### src/rtl/link_tx_sync.sv
// Clocked producer for one dual-rail delay-insensitive link (two-phase or four-phase).
// Accepts a word per valid/ready handshake and holds off the next word until the ack completes.
module link_tx_sync #(
    parameter int WIDTH       = 2,
    parameter     ENC         = "TP",
    parameter int SYNC_STAGES = 2
) (
    input  logic                 clk,
    input  logic                 rst,
    input  logic [WIDTH-1:0]     in_data,
    input  logic                 in_valid,
    output logic                 in_ready,
    output logic [2*WIDTH-1:0]   link_data,
    input  logic                 link_ack,
    output logic                 busy,
    output logic [15:0]          tok_cnt,
    output logic                 proto_err
);

    localparam bit IS_FP = (ENC == "FP");

    generate
        if (!((ENC == "TP") || (ENC == "FP"))) begin : g_bad_enc
            $error("link_tx_sync: ENC must be \"TP\" or \"FP\"");
        end
        if ((SYNC_STAGES < 2) || (SYNC_STAGES > 4)) begin : g_bad_sync
            $error("link_tx_sync: SYNC_STAGES must be in 2..4");
        end
    endgenerate

    typedef enum logic [1:0] {
        IDLE     = 2'd0,
        WAIT_ACK = 2'd1,
        RTZ      = 2'd2,
        WAIT_RTZ = 2'd3
    } state_t;

    state_t                 state;
    logic [SYNC_STAGES-1:0] ack_sync;
    logic                   ack_s;
    logic                   ack_ref;
    logic                   accept;

    // One asserted rail per bit: rail 2i carries a 0, rail 2i+1 carries a 1.
    function automatic logic [2*WIDTH-1:0] rail_mask(input logic [WIDTH-1:0] d);
        logic [2*WIDTH-1:0] m;
        m = '0;
        for (int i = 0; i < WIDTH; i++) begin
            if (d[i]) m[2*i+1] = 1'b1;
            else      m[2*i]   = 1'b1;
        end
        return m;
    endfunction

    always_ff @(posedge clk) begin
        if (rst) ack_sync <= '0;
        else     ack_sync <= {ack_sync[SYNC_STAGES-2:0], link_ack};
    end

    assign ack_s    = ack_sync[SYNC_STAGES-1];
    assign in_ready = (state == IDLE) && !rst;
    assign accept   = in_valid && in_ready;
    assign busy     = (state != IDLE);

    always_ff @(posedge clk) begin
        if (rst) begin
            state     <= IDLE;
            link_data <= '0;
            tok_cnt   <= '0;
            proto_err <= 1'b0;
            ack_ref   <= 1'b0;
        end else begin
            case (state)
                IDLE: begin
                    // An ack moving while nothing is in flight is a receiver fault; resync to it.
                    if (ack_s != ack_ref) begin
                        proto_err <= 1'b1;
                        ack_ref   <= ack_s;
                    end
                    if (accept) begin
                        link_data <= IS_FP ? rail_mask(in_data)
                                           : (link_data ^ rail_mask(in_data));
                        state     <= WAIT_ACK;
                    end
                end
                WAIT_ACK: begin
                    if (IS_FP) begin
                        if (ack_s) begin
                            ack_ref <= 1'b1;
                            state   <= RTZ;
                        end
                    end else if (ack_s != ack_ref) begin
                        ack_ref <= ack_s;
                        tok_cnt <= tok_cnt + 16'd1;
                        state   <= IDLE;
                    end
                end
                RTZ: begin
                    link_data <= '0;
                    state     <= WAIT_RTZ;
                end
                WAIT_RTZ: begin
                    if (!ack_s) begin
                        ack_ref <= 1'b0;
                        tok_cnt <= tok_cnt + 16'd1;
                        state   <= IDLE;
                    end
                end
                default: state <= IDLE;
            endcase
        end
    end

endmodule

### config.mk
export PLATFORM = sky130hd
export DESIGN_NAME = link_tx_sync
export DESIGN_NICKNAME = d
export VERILOG_FILES = /design/src/rtl/link_tx_sync.sv
export SDC_FILE = /design/constraint.sdc
export NUM_CORES = 1
export LEC_CHECK = 0
export CAP_MARGIN = 10
export CORE_MARGIN = 4
export CORE_UTILIZATION = 54
export CTS_BUF_LIST = sky130_fd_sc_hd__clkbuf_8 sky130_fd_sc_hd__clkbuf_16
export DETAILED_ROUTE_END_ITERATION = 12
export DONT_BUFFER_PORTS = 1
export PLACE_DENSITY = 0.81
export REMOVE_ABC_BUFFERS = 1
export SYNTH_ARGS = -nofsm -noshare
export SYNTH_HDL_FRONTEND = slang
export SYNTH_SLANG_ARGS = --single-unit
export TNS_END_PERCENT = 1
### constraint.sdc
create_clock -name clk -period 1.5 [get_ports clk]
set_input_delay 0.3 -clock clk [delete_from_list [all_inputs] [get_ports clk]]
set_output_delay 0.3 -clock clk [all_outputs]
set_load 0.01 [all_outputs]
======== Yosys cells after proc, flatten, opt, wreduce, memory -nomap -nowiden ========
Index checks and enable logic that the tools add are counted.
word-level totals
  register bits after elaboration ......... 26
  bits of input ports ..................... 6
  output and inout bits ................... 23
  word-level logic and storage cells ...... 58
operators by class
  add/subtract/negate cells ............... 1
  equal/unequal tests ..................... 8
  multiplexer cells ....................... 28
  bitwise logic cells ..................... 1
  reductions and logical operators ........ 14
operators by type and width
  cell                     number
  $mux W16                 2
  $pmux W16 S2             1
  $mux W1                  18
  $add A16 B1 Y16 const B  1
  $reduce_and A3 Y1        3
  $pmux W2 S4              1
  $pmux W4 S2              1
  $reduce_bool A2 Y1       4
  $mux W2                  3
  $ne A2 B2 Y1 const B     3
  $eq A2 B2 Y1 const B     2
  $mux W4                  1
  $reduce_and A2 Y1        2
  $xor A4 B4 Y4            1
  $eq A2 B1 Y1 const B     1
  $logic_and A1 B1 Y1      2
  $logic_not A2 Y1         1
  $ne A2 B1 Y1 const B     1
  $pmux W1 S2              1
  $reduce_or A2 Y1         1
  $logic_not A1 Y1         1
  $ne A1 B1 Y1             1

======== Longest topological paths before layout ========
  word-level depth ........................ 9
  mapped depth ............................ 6
  mapped depth without buffers ............ 5

======== Worst setup path before layout ========
No wires, ideal clock.
  path kind ............................... flip-flop to flip-flop
  start point ............................. register tok_cnt[3]
  end point ............................... register tok_cnt[12]
  library setup time ...................... 0.071 ns
  arrival time ............................ 1.564 ns
  data required time ...................... 1.429 ns
  slack ................................... -0.135 ns
  cell stages (with the launch flop) ...... 6
  path buffers ............................ 1
  cells stage by stage .................... dfxtp_1 > and4_4 > nand4_4 > buf_6 > or4_1 > a21oi_1
on the way
  longest elaborated chain between the ends .. 3
  elaborated cells between the ends (all ways) .. 4
  classes of those cells .................. 1 x add/sub; 3 x mux
ends and longest elaborated chain
  element                      RTL line  RTL
  start: declaration           16        output logic [15:0] tok_cnt,
  start signal: assignment     94        tok_cnt <= tok_cnt + 16'd1;
  start signal: assignment     105       tok_cnt <= tok_cnt + 16'd1;
  $add A16 B1 Y16 (*)          94, 105
  $mux W16 (on tied branches)  103, 92
  $pmux W16 S2 (*)             73        case (state)
Every way passes the cells marked *; elsewhere a longest branch is shown, timed or not. The select of a mux whose other input is x is not followed.
A chain may end at the register's enable or synchronous reset.

======== Final worst setup path ========
  start point ............................. register tok_cnt[0]
  end point ............................... register tok_cnt[14]
Same word-level chain as after synthesis.

==> results.txt <==
In this run the worst setup path begins at tok_cnt[0]$_SDFFE_PP0P_. The final count of hold timing violations came out at 0. The tool flagged a number of max-cap violations equal to 0. Row generation in the floorplan step produced 16 rows. The placeable core region came out at 2020 µm².

The via count came out at 1,136. For the final routed database, the setup TNS stands at -0.136 ns. Power spread over the standard cell area amounts to 779 nW/µm².

The antenna diode instance count is 0. The final critical-path required period is 1.56 ns. The share of the Yosys chip area taken by registers is 44.2%. The clock insertion delay at the later pin of the skew report is 0.26 ns. STA classifies the critical path startpoint as a register.

The root buffer cell chosen for the clock tree is clkbuf_8. The worst register-to-register path begins at tok_cnt[0]$_SDFFE_PP0P_. Of the post-synthesis cell area, the dominant cell type holds 44.2%. Ranked by instance count, the synthesized netlist is headed by dfxtp_1 (26), a21oi_1 (17), nor2_1 (11).

Traced cell by cell, the critical path runs through ha_4 -> and3_4 -> nand3_4 -> or4_4 -> a21oi_2. The clock skew came out at 0.00646 ns. The number of levels the H-tree was split into came out at 1.

The number of placed I/O pins is 29. The arrival time reported for the critical path endpoint is 1.76 ns. The worst setup path is captured at a register. Setup repair after global routing could not meet its margin everywhere. The worst slew slack as a fraction of its limit came out at 77.4%. Routability-driven placement finished with a final weighted congestion of 0.713. The total of fill cells in the finished design came out at 125.

The detailed placer's ending HPWL came out at 1.74 mm. The via count of the first global-routing pass came out at 1,012. The maximum vdd drop is 0.000580 V. The starting density of the core came out at 58.2%. The cell type with the largest total area after synthesis is dfxtp_1. The max-slew violation count is 0.

Dividing the final minimum period by the clock period gives 104%. The register-to-register setup slack came out at -0.06 ns. Summed over all layers, the global routing overflow is 0.

The post-synthesis instance total is 137. TritonCTS built the clock tree. The run finished, with violations left.

At the worst endpoint, the required time is 1.69 ns. The average cell area after synthesis came out at 8.59 µm². Among all flip-flop cells after synthesis, the most frequent one is dfxtp_1. The delay of the slowest critical-path stage came out at 0.54 ns. The mean number of vias per cell came out at 5.95. The final setup violation count came out at 4. The combined buffer and inverter count along the critical path came out at 0. The clock-pin slew on the worst setup and hold paths is 0.08 ns. The worst hold path begins at rst. The CTS buffer count is 3.

The die area came out at 2990 µm². The initial antenna violation count came to 0. The share of final-layout standard cells stronger than drive strength 1 came out at 41.5%. The critical path crosses 5 cells after its start point. In this run the cell area of the synthesized design comes to 1180 µm².

The critical-path maximum fanout came out at 5. The post-detailed-routing wire length came out at 3.11 mm. The final reports fail on negative setup slack.

The count of antenna-violating nets left after detailed routing came out at 0. The cell family contributing the most delay on the critical path is simple AND/OR/NAND/NOR gates. The total global-route track usage is 19.8%. The share of synthesized registers carrying an async set or reset came out at 0%.

Static timing analysis puts the maximum clock frequency at 640 MHz. The longest clock path from root to sink contains 2 buffers. Counting instances, the worst hold path has a depth of 1.

The register bit total from synthesis is 26. The standby leakage power came out at 0.619 nW. In the post-route analysis, the smallest setup slack over all paths is -0.0630 ns.

The synthesis-to-finish area growth came out at 34.8%. The worst hold path terminates at tok_cnt[0]$_SDFFE_PP0P_. Counting cells, the worst reg-to-reg path comes to 5. The first-pass detailed-route iteration total is 4.

In the post-synthesis netlist, the biggest area contributors are dfxtp_1 (44%), a21oi_1 (7.2%), or4_1 (4.5%). The die width came out at 54.7 µm. The number of distinct library cells after synthesis is 29. The number of nets at the end of the flow is 172.

Entering global routing, the biggest net connects 30 pins. For this block, the initial DRC count from the detailed router was 26. The count of buffers added on input and output ports is 0. The number of remaining DRC errors is 0. The global-route wire length before repair came out at 4.30 mm. The Yosys step of the flow raised 0 warnings. The number of sinks handled by clock tree synthesis came out at 26. The pre-CTS worst setup slack is -0.0682 ns. For the pin with the worst max-slew slack, the measured transition is 0.336 ns.

The floorplan step set the die height to 54.7 µm. dfxtp_1 is the most common cell in the netlist. The setup path with the least slack is of type register to register. The worst min-delay path class is primary input to register. The worst register-to-register path ends at tok_cnt[14]$_SDFFE_PP0P_.

The cell type of the slowest stage on the worst timing path is or4_4. Dividing the detail-routed wire length by the instance count gives 16.3 µm. The number of enable-type register cells in the synthesized netlist came out at 0.
## cell usage in the layout (no fill, tap or decap)
cell and count:
a21oi_1 10, a21oi_2 7, a2bb2oi_1 1, and3_1 1, and3_4 2, and4_4 1
buf_4 28, buf_6 3, clkbuf_8 4, dfxtp_1 18, dfxtp_2 6, dfxtp_4 2
ha_4 1, inv_1 5, inv_2 1, mux2i_1 2, nand2_1 6, nand2_2 1
nand3_1 3, nand3_4 1, nand4_1 5, nand4_4 1, nor2_1 9, nor2_4 2
nor2b_1 5, nor3_1 2, nor3b_1 1, o21ai_0 9, o21ai_2 1, o31ai_1 5
or2_2 1, or3_1 7, or3_4 1, or4_1 3, or4_4 4, xnor2_2 1
xor2_1 4
## final cells by class
class	count	area, µm²	area share (%)
tap	27	33.8	2.13
timing repair buffer	31	244	15.4
sequential	26	536	33.8
clock buffer	4	55.1	3.47
multi-input combinational	97	696	43.8
inverter	6	22.5	1.42
## sequential cells by signal (all words and copies together) (netlist names)
register   count
tok_cnt       16
link_data      4
ack_sync       2
state          2
ack_ref        1
proto_err      1
## kinds of logic (layout without fill, tap and decap cells)
family	Yosys count	count (layout)	synth area share, %
xor+xnor	5	5	3.72
buf+inv	14	41	5.31
mux	2	2	1.70
simple gates	56	56	28.3
flops	26	26	44.2
compound gates	33	33	15.7
fa+ha+maj	1	1	1.06
## routing by layer
| layer | wire, µm | global-route usage [%] | part of all wire [%] |
|---|---|---|---|
| met1 | 1250 | 22.9 | 40 |
| met2 | 1610 | 34.8 | 52 |
| met3 | 200 | 5.45 | 6.4 |
| met4 | 51 | 5.81 | 1.6 |
| met5 | 0 | 0 | 0 |
## worst register-to-register path, cell delays in order (launching register included)
cell	delay (ns)
dfxtp_4	0.37
ha_4	0.14
and3_4	0.21
nand3_4	0.09
or4_4	0.55
a21oi_2	0.14
## report_power, final
part / switching (mW) / internal (mW)
Combinational: 0.0392 / 0.0379
Clock: 0.202 / 0.234
Sequential: 0.0194 / 0.704
## how the worst max path moves through the flow
stage                     slack [ns]                        to
final                          -0.06  tok_cnt[14]$_SDFFE_PP0P_
after global routing            -0.1   tok_cnt[5]$_SDFFE_PP0P_
after CTS                     -0.003                  in_ready
after detailed placement       -0.07  tok_cnt[14]$_SDFFE_PP0P_
after global placement          0.01   tok_cnt[6]$_SDFFE_PP0P_
after floorplan                -0.21  tok_cnt[15]$_SDFFE_PP0P_
## per-stage QoR
step	util (%)	instance area (µm²)	hold WS, ns	power (mW)	std cells
after floorplan	-	1140	0.369	0.782	129
after global placement	66.8	1350	0.374	0.800	180
after detailed placement	66.8	1350	0.376	0.803	180
after CTS	73.4	1480	0.0902	1.24	188
after global routing	78.5	1590	0.0845	1.29	191
final	78.5	1590	0.0966	1.24	191
## timing repair
action                     in CTS  in global routing
setup endpoints to repair       7                 12
buffers inserted                4                  3
pin swaps                       6                  5
resized for setup              14                 24
hold buffers                    0                  0
(Power assumes the default switching activity.)
